### src/rtl/multi_step_counter.sv
// Multi-channel programmable step counter: per-channel stride, direction, terminal limit,
// reload value, sticky carry/borrow flag and optional one-shot stop.

module multi_step_counter_ch #(
    parameter int unsigned W       = 8,
    parameter bit          OneShot = 1'b0
) (
    input  logic         clk_i,
    input  logic         rst_ni,
    input  logic         clear_i,
    input  logic         load_i,
    input  logic [W-1:0] load_val_i,
    input  logic         en_i,
    input  logic         down_i,
    input  logic [W-1:0] step_i,
    input  logic [W-1:0] limit_i,
    input  logic [W-1:0] rld_i,
    output logic [W-1:0] count_o,
    output logic         tc_o,
    output logic         ovf_o,
    output logic         done_o
);
    typedef enum logic {ARMED = 1'b0, DONE = 1'b1} state_t;

    state_t         state_q, state_d;
    logic [W-1:0]   count_q, count_d;
    logic           tc_q, tc_d;
    logic           ovf_q, ovf_d;
    logic [W:0]     nxt;
    logic [W-1:0]   res;
    logic           cy;
    logic           hit;
    logic           take;

    // W+1 bit arithmetic: the top bit is carry going up and borrow going down
    always_comb begin
        nxt  = down_i ? ({1'b0, count_q} - {1'b0, step_i})
                      : ({1'b0, count_q} + {1'b0, step_i});
        res  = nxt[W-1:0];
        cy   = nxt[W];
        hit  = down_i ? (cy || (res <= limit_i)) : (cy || (res >= limit_i));
        take = en_i && (state_q == ARMED) && (step_i != '0);
    end

    always_ff @(posedge clk_i) begin
        if (!rst_ni) state_q <= ARMED;
        else         state_q <= state_d;
    end

    always_comb begin
        state_d = state_q;
        if (clear_i || load_i)           state_d = ARMED;
        else if (take && hit && OneShot) state_d = DONE;
    end

    always_comb begin
        count_d = count_q;
        tc_d    = 1'b0;
        ovf_d   = ovf_q;
        if (clear_i) begin
            count_d = '0;
            ovf_d   = 1'b0;
        end else if (load_i) begin
            count_d = load_val_i;
            ovf_d   = 1'b0;
        end else if (take) begin
            if (cy) ovf_d = 1'b1;
            if (hit) begin
                tc_d    = 1'b1;
                count_d = OneShot ? limit_i : rld_i;
            end else begin
                count_d = res;
            end
        end
    end

    always_ff @(posedge clk_i) begin
        if (!rst_ni) begin
            count_q <= '0;
            tc_q    <= 1'b0;
            ovf_q   <= 1'b0;
        end else begin
            count_q <= count_d;
            tc_q    <= tc_d;
            ovf_q   <= ovf_d;
        end
    end

    assign count_o = count_q;
    assign tc_o    = tc_q;
    assign ovf_o   = ovf_q;
    assign done_o  = OneShot ? (state_q == DONE) : 1'b0;
endmodule

module multi_step_counter #(
    parameter int unsigned CounterWidth = 8,
    parameter int unsigned NumCh        = 4,
    parameter bit          OneShot      = 1'b0
) (
    input  logic                                clk_i,
    input  logic                                rst_ni,
    input  logic [NumCh-1:0]                    clear_i,
    input  logic [NumCh-1:0]                    load_i,
    input  logic [NumCh-1:0][CounterWidth-1:0]  load_val_i,
    input  logic [NumCh-1:0]                    en_i,
    input  logic [NumCh-1:0]                    down_i,
    input  logic [NumCh-1:0][CounterWidth-1:0]  step_i,
    input  logic [NumCh-1:0][CounterWidth-1:0]  limit_i,
    input  logic [NumCh-1:0][CounterWidth-1:0]  rld_i,
    output logic [NumCh-1:0][CounterWidth-1:0]  count_o,
    output logic [NumCh-1:0]                    tc_o,
    output logic [NumCh-1:0]                    ovf_o,
    output logic [NumCh-1:0]                    done_o
);
    for (genvar c = 0; c < NumCh; c++) begin : g_ch
        multi_step_counter_ch #(
            .W       (CounterWidth),
            .OneShot (OneShot)
        ) u_ch (
            .clk_i      (clk_i),
            .rst_ni     (rst_ni),
            .clear_i    (clear_i[c]),
            .load_i     (load_i[c]),
            .load_val_i (load_val_i[c]),
            .en_i       (en_i[c]),
            .down_i     (down_i[c]),
            .step_i     (step_i[c]),
            .limit_i    (limit_i[c]),
            .rld_i      (rld_i[c]),
            .count_o    (count_o[c]),
            .tc_o       (tc_o[c]),
            .ovf_o      (ovf_o[c]),
            .done_o     (done_o[c])
        );
    end
endmodule

### config.mk
export PLATFORM = sky130hd
export DESIGN_NAME = multi_step_counter
export DESIGN_NICKNAME = d
export VERILOG_FILES = /design/src/rtl/multi_step_counter.sv
export SDC_FILE = /design/constraint.sdc
export NUM_CORES = 1
export LEC_CHECK = 0
export BUFFER_PORTS_ARGS = -buffer_cell sky130_fd_sc_hd__buf_2
export CAP_MARGIN = 20
export CELL_PAD_IN_SITES_DETAIL_PLACEMENT = 1
export CELL_PAD_IN_SITES_GLOBAL_PLACEMENT = 2
export CORE_MARGIN = 2
export CORE_UTILIZATION = 29
export DETAILED_ROUTE_END_ITERATION = 16
export PLACE_DENSITY = 0.84
export SKIP_CTS_REPAIR_TIMING = 1
export SYNTH_ARGS = -nofsm -noshare
export SYNTH_HDL_FRONTEND = slang
export SYNTH_SLANG_ARGS = --single-unit
### constraint.sdc
create_clock -name clk_i -period 12.4 [get_ports clk_i]
set_input_delay 1.24 -clock clk_i [delete_from_list [all_inputs] [get_ports clk_i]]
set_output_delay 1.24 -clock clk_i [all_outputs]
set_load 0.01 [all_outputs]
Word-level counts from Yosys, hierarchy flattened
Cells that the tools add are included.

word-level totals
  word-level logic and storage cells = 93
  output and inout bits = 44
  register bits after elaboration = 40

cells by class
  add/subtract/negate cells = 8
  bitwise logic cells = 5
  reduce and logical (&&, ||, !) cells = 36
  order comparisons = 8
  mux-type cells = 24

operators by type and width
  cell               count
  $mux 8             12
  $add 8x8->9        4
  $mux 9             4
  $sub 8x8->9        4
  $ge 8x8->1         4
  $le 8x8->1         4
  $reduce_bool 8->1  4
  $reduce_or 4->1    4
  $reduce_or 3->1    4
  $logic_or 1x1->1   8
  $mux 1             8
  $reduce_and 2->1   4
  $reduce_bool 2->1  4
  $reduce_or 2->1    4
  $not 1->1          5
  $logic_and 1x1->1  4

Depth between registers and ports, before layout
  depth after elaboration = 8
  depth in mapped cells = 20
  gate-level depth less buffers = 20

Modules after synthesis
From an unflattened synthesis, not the netlist that was laid out.

unflattened totals
  cell total of the unflattened synthesis = 700
  area, all modules = 5400.2 um2

modules (own cells, without submodules)
  module                 sequential area each (um2)  cells each  instances  area an instance (um2)
  multi_step_counter_ch  200.2                       175         4          1350.0

Least setup slack after synthesis
No wires, ideal clock.

  path kind = input to register
  start point = in down_i[0]
  end point = reg g_ch[0].u_ch.count_q[0]
  cell stages on the path = 19
  arrival time = 4.816 ns
  path buffers = 2
  setup slack = 7.459 ns
  data required time = 12.274 ns
  path through = clkbuf_1 -> mux2_2 -> inv_1 -> ha_1 -> nor2b_1 -> o21a_1 -> nor3_1 -> nor2_1 -> o41ai_1 -> xnor2_1 -> ha_1 -> nand4_1 -> a21oi_1 -> a2111oi_0 -> nor3b_1 -> o22ai_1 -> buf_1 -> mux2i_1 -> o21ai_0

on the way
  longest elaborated chain between the ends = 7
  elaborated cells between the ends (all ways) = 9
  those cells by class = 2 x order compare; 5 x mux; 2 x reduce/logical

ends and longest elaborated chain
  what                                      line  RTL
  from (decl)                               106   input logic [NumCh-1:0] down_i,
  $mux 9                                    37    nxt = down_i ? ({1'b0, count_q} - {1'b0, step_i})
  $ge 8x8->1 or $le 8x8->1 (tied branches)  41    hit = down_i ? (cy || (res <= limit_i)) : (cy || (res >= limit_i));
  $logic_or 1x1->1                          41
  $mux 1                                    41
  $mux 8 (*)                                68    if (hit) begin
  $mux 8 (*)                                66    end else if (take) begin
  $mux 8 (*)                                63    end else if (load_i) begin
  to (signal assigned)                      83    count_q <= count_d;
  to (decl)                                 26    logic [W-1:0] count_q, count_d;

Mark *: on every way between the ends. The rest lies on a longest branch, timed or not. The select of a mux whose other input is x is not followed.
A chain may end at the register's enable or synchronous reset.

Worst setup path in the final report
  start point = in step_i[0] (netlist bit)
  end point = reg g_ch[0].u_ch.count_q[3]

on the way
  longest elaborated chain between the ends = 8
  elaborated cells between the ends (all ways) = 14
  those cells by class = 2 x add/sub; 2 x order compare; 5 x mux; 5 x reduce/logical

ends and longest elaborated chain
  what                                        line    RTL
  from (decl)                                 107     input logic [NumCh-1:0][CounterWidth-1:0] step_i,
  $add 8x8->9 or $sub 8x8->9 (tied branches)  38, 37
  $mux 9                                      37
  $ge 8x8->1 or $le 8x8->1 (tied branches)    41
  $logic_or 1x1->1                            41
  $mux 1                                      41
  $mux 8                                      68
  $mux 8                                      66
  $mux 8                                      63

Parallel ways exist; a longest one is shown, timed or not. The select of a mux whose other input is x is not followed.

==> report_table.html <==
<table>
<tr><th>Metric</th><th>Value</th></tr>
<tr><th colspan="2">Outcome</th></tr>
<tr><td>Result of the run</td><td>completed</td></tr>
<tr><th colspan="2">Finish</th></tr>
<tr><td>Area taken by multi-input logic gates</td><td>3570 µm²</td></tr>
<tr><td>Number of inserted filler cells in the final layout</td><td>2021</td></tr>
<tr><td>FF/Latch Area</td><td>801 µm²</td></tr>
<tr><td>Fraction of layout cells with a size suffix above 1</td><td>27.1%</td></tr>
<tr><td>Synthesis-to-finish area growth</td><td>26.6%</td></tr>
<tr><td>Final #Nets</td><td>989</td></tr>
<tr><th colspan="2">Drt</th></tr>
<tr><td>Mean number of vias per cell</td><td>5.07</td></tr>
<tr><td>DRC Markers</td><td>0</td></tr>
<tr><td>Via count</td><td>5012</td></tr>
<tr><td>Average wire per cell in the routed design</td><td>16.6 µm</td></tr>
<tr><td>Number of iterations in the first detailed-routing pass</td><td>4</td></tr>
<tr><td>Antenna Violating Nets Remaining</td><td>0</td></tr>
<tr><td>Number of DRC markers in iteration 0</td><td>123</td></tr>
<tr><td>WL final</td><td>16400 µm</td></tr>
<tr><th colspan="2">Power</th></tr>
<tr><td>Comb pwr share</td><td>48.8%</td></tr>
<tr><td>Leakage power summed over all cells</td><td>2.98 nW</td></tr>
<tr><td>Power dissipated by switching net loads</td><td>0.000229 W</td></tr>
<tr><td>Total power density per cell area</td><td>99.2 nW/µm²</td></tr>
<tr><td>Power share of the sequential group</td><td>23.9%</td></tr>
<tr><td>Switching part of the total</td><td>38.6%</td></tr>
<tr><td>Internal power</td><td>0.000365 W</td></tr>
<tr><td>Maximum ir drop on the vdd rail</td><td>0.0478 mV</td></tr>
<tr><td>Clock network power share</td><td>27.2%</td></tr>
<tr><th colspan="2">Logic synthesis</th></tr>
<tr><td>Mapped Area</td><td>4730 µm²</td></tr>
<tr><td>Most frequent cell after synthesis</td><td>sky130_fd_sc_hd__ha_1</td></tr>
<tr><td>Post-synthesis sequential area ratio</td><td>16.9%</td></tr>
<tr><td>Main synth FF type</td><td>sky130_fd_sc_hd__dfxtp_1</td></tr>
<tr><td>Yosys warns</td><td>0</td></tr>
<tr><td>Number of standard cells after synthesis</td><td>598</td></tr>
<tr><td>Synth top cells by count</td><td>68 x sky130_fd_sc_hd__ha_1, 59 x sky130_fd_sc_hd__inv_1, 56 x sky130_fd_sc_hd__nor2_1, 50 x sky130_fd_sc_hd__xnor2_1, 40 x sky130_fd_sc_hd__dfxtp_1</td></tr>
<tr><td>Cell types occupying the most area after synthesis</td><td>sky130_fd_sc_hd__ha_1 18%, sky130_fd_sc_hd__dfxtp_1 17%, sky130_fd_sc_hd__xnor2_1 9.3%, sky130_fd_sc_hd__mux2i_1 5.9%, sky130_fd_sc_hd__inv_1 4.7%</td></tr>
<tr><td>Portion of synthesized cell area occupied by the leading cell type</td><td>18.0%</td></tr>
<tr><td>Post-Synthesis Mean Instance Area</td><td>7.91 µm²</td></tr>
<tr><td>EDFF count, synth</td><td>0</td></tr>
<tr><td>Yosys top cell by area</td><td>sky130_fd_sc_hd__ha_1</td></tr>
<tr><td>Share of async-settable or async-resettable flops after synthesis</td><td>0%</td></tr>
<tr><td>Distinct cell type count after synthesis</td><td>52</td></tr>
<tr><td>Flip-flop and latch count after synthesis</td><td>40</td></tr>
<tr><th colspan="2">CTS</th></tr>
<tr><td>TritonCTS Buffers</td><td>5</td></tr>
<tr><td>CTS Buffer Depth</td><td>2</td></tr>
<tr><td>TritonCTS clock tree</td><td>done</td></tr>
<tr><td>Number of sinks on the clock net</td><td>40</td></tr>
<tr><td>Clock H-tree levels</td><td>2</td></tr>
<tr><td>Clock-pin transition on the worst setup and hold timing paths</td><td>60 ps</td></tr>
<tr><td>Worst-skew pair later-pin latency</td><td>300 ps</td></tr>
<tr><td>Clk Tree Root Cell</td><td>sky130_fd_sc_hd__clkbuf_16</td></tr>
<tr><th colspan="2">STA</th></tr>
<tr><td>Setup repair after global routing missed its margin</td><td>no</td></tr>
<tr><td>Number of setup violations in the final report</td><td>0</td></tr>
<tr><td>Clock skew</td><td>11.8 ps</td></tr>
<tr><td>Period minus WS final</td><td>5370 ps</td></tr>
<tr><td>Crit share post-route</td><td>43.3%</td></tr>
<tr><td>Number of hold violations in the final report</td><td>0</td></tr>
<tr><td>Achievable clock frequency</td><td>0.186 GHz</td></tr>
<tr><td>Post-route setup TNS</td><td>0 ps</td></tr>
<tr><td>Transition at the pin with the smallest max-transition slack</td><td>869 ps</td></tr>
<tr><td>Max transition margin</td><td>42.0%</td></tr>
<tr><td>Count of pins over their slew limit</td><td>0</td></tr>
<tr><td>Setup slack of the critical path after layout</td><td>7030 ps</td></tr>
<tr><th colspan="2">Floorplan</th></tr>
<tr><td>IO Pins</td><td>190</td></tr>
<tr><td>DIE HEIGHT</td><td>132 µm</td></tr>
<tr><td>Floorplan die area</td><td>17300 µm²</td></tr>
<tr><td>FP Rows</td><td>46</td></tr>
<tr><td>Core Area</td><td>15900 µm²</td></tr>
<tr><td>X dimension of the die</td><td>132 µm</td></tr>
<tr><td>Starting Density</td><td>29.8%</td></tr>
<tr><th colspan="2">Global routing</th></tr>
<tr><td>Global-route wire length before repair</td><td>26800 µm</td></tr>
<tr><td>Sum of overflow across all layers after global routing</td><td>0</td></tr>
<tr><td>Via count of the first global-routing pass</td><td>5462</td></tr>
<tr><td>Total track usage</td><td>18.8%</td></tr>
<tr><td>Largest net degree at the start of global routing</td><td>19</td></tr>
<tr><td>Number of antenna violations at the first check in global routing</td><td>1</td></tr>
<tr><th colspan="2">Critical path</th></tr>
<tr><td>Worst EP required</td><td>12560 ps</td></tr>
<tr><td>CP Max Fanout</td><td>5</td></tr>
<tr><td>Crit path capture type</td><td>register</td></tr>
<tr><td>Element type at the critical path start</td><td>input pin</td></tr>
<tr><td>Type of the worst setup path</td><td>in2reg</td></tr>
<tr><td>Worst endpoint data arrival time</td><td>5540 ps</td></tr>
<tr><th colspan="2">Hold path</th></tr>
<tr><td>Path category of the worst min-delay check</td><td>reg2reg</td></tr>
<tr><th colspan="2">Placed design</th></tr>
<tr><td>Half-perimeter wire length of the detailed placement result</td><td>13900 µm</td></tr>
<tr><td>Number of buffers inserted by port buffering</td><td>185</td></tr>
<tr><td>Setup slack after placement</td><td>6460 ps</td></tr>
<tr><td>Gpl congestion</td><td>0.890</td></tr>
<tr><th colspan="2">Job</th></tr>
<tr><td>Max Cap Viol</td><td>0</td></tr>
</table>
[flip-flops by register name, indices dropped and copies added (netlist names)]
name               flops
g_ch.u_ch.count_o     32
g_ch.u_ch.ovf_o        4
g_ch.u_ch.tc_o         4
[power by group through the flow]
stage               logic, W  clock network [W]  registers (W)
global route        0.000325           0.000173       0.000143
detailed placement  0.000289                  0       0.000145
finish              0.000290           0.000162       0.000142
global placement    0.000277                  0       0.000145
floorplan           0.000200                  0       0.000146
CTS                 0.000291           0.000168       0.000142
[placed cells by master, fill, tap and decap left out, types with 6 or more instances in the layout]
cell type / count
sky130_fd_sc_hd__buf_2: 185
sky130_fd_sc_hd__ha_1: 68
sky130_fd_sc_hd__inv_1: 59
sky130_fd_sc_hd__nor2_1: 56
sky130_fd_sc_hd__xnor2_1: 50
sky130_fd_sc_hd__dfxtp_1: 40
sky130_fd_sc_hd__a21oi_1: 33
sky130_fd_sc_hd__o21ai_0: 29
sky130_fd_sc_hd__mux2i_1: 28
sky130_fd_sc_hd__a22oi_1: 24
sky130_fd_sc_hd__nor2b_1: 21
sky130_fd_sc_hd__nor3_1: 21
sky130_fd_sc_hd__nand2_1: 14
sky130_fd_sc_hd__a21o_1: 10
sky130_fd_sc_hd__a31oi_1: 10
sky130_fd_sc_hd__o21a_1: 10
sky130_fd_sc_hd__nand2b_1: 10
sky130_fd_sc_hd__nand4_1: 9
sky130_fd_sc_hd__o21ai_1: 8
sky130_fd_sc_hd__nand3_1: 6
sky130_fd_sc_hd__o311ai_0: 6
[stage by stage]
stage | area (µm²) | cells | total power, W | hold WS (ps) | utilization (%)
after floorplan | 4740 | 601 | 0.000346 | 438 | -
after global placement | 5800 | 978 | 0.000422 | 454 | 36.5
after detailed placement | 5800 | 978 | 0.000434 | 476 | 36.5
after CTS | 5970 | 986 | 0.000601 | 493 | 37.6
after global routing | 5980 | 988 | 0.000641 | 535 | 37.7
final | 5990 | 989 | 0.000594 | 483 | 37.7
[critical path, cell delays in order]
cell and delay [ps]:
sky130_fd_sc_hd__buf_2 110, sky130_fd_sc_hd__inv_1 40, sky130_fd_sc_hd__ha_1 270, sky130_fd_sc_hd__mux2_2 290, sky130_fd_sc_hd__inv_1 60, sky130_fd_sc_hd__ha_1 210
sky130_fd_sc_hd__nor2b_1 130, sky130_fd_sc_hd__o21a_1 180, sky130_fd_sc_hd__nor3_1 140, sky130_fd_sc_hd__nor2_1 100, sky130_fd_sc_hd__o41ai_1 320, sky130_fd_sc_hd__xnor2_1 210
sky130_fd_sc_hd__ha_1 300, sky130_fd_sc_hd__nand4_1 130, sky130_fd_sc_hd__a21oi_1 60, sky130_fd_sc_hd__a2111oi_0 500, sky130_fd_sc_hd__nor3b_1 130, sky130_fd_sc_hd__o22ai_1 520
sky130_fd_sc_hd__buf_4 280, sky130_fd_sc_hd__mux2i_1 210, sky130_fd_sc_hd__o21ai_0 110
[area by class of cell]
type / instances / area share (%)
multi-input cells: 477 / 59.7
repair buffers: 188 / 15.8
flip-flops and latches: 40 / 13.4
clock inverters: 3 / 0.773
inverters: 59 / 3.70
well taps: 216 / 4.51
diodes: 1 / 0.0418
clock buffers: 5 / 2.09
[path summary, 6_finish.rpt]
check / start / to / slack, ps / depth (start not counted)
worst max register to register: g_ch[0].u_ch.count_o[0] / g_ch[0].u_ch.count_o[3] / 8220 / 17
worst min register to register: g_ch[1].u_ch.ovf_o / g_ch[1].u_ch.ovf_o / 480 / 2
worst min-delay path: g_ch[1].u_ch.ovf_o / g_ch[1].u_ch.ovf_o / 480 / 2
worst max-delay path: step_i[0] / g_ch[0].u_ch.count_o[3] / 7030 / 21
[metal layers]
| layer | track usage [%] | routed length (µm) | vias to the layer above |
|---|---|---|---|
| met2 | 33.7 | 8140 | 134 |
| li1 | - | - | 2476 |
| met3 | 3.78 | 783 | 16 |
| met1 | 23.3 | 7280 | 2386 |
| met4 | 3.74 | 195 | 0 |
| met5 | 0 | 0 | - |
[kinds of logic (layout without fill, tap and decap cells)]
group	count (synthesis)	count (layout)	synth area share [%]
AOI/OAI and AO/OA	153	153	21.0
xor gates and xnor gates	51	51	9.44
adders and majority gates	72	72	19.7
buffers and inverters	84	255	7.78
DFF	40	40	16.9
muxes	32	32	6.88
other	1	5	0.0793
and+or+nand+nor	165	165	18.2
No activity file was read; power rests on OpenSTA's default activity.
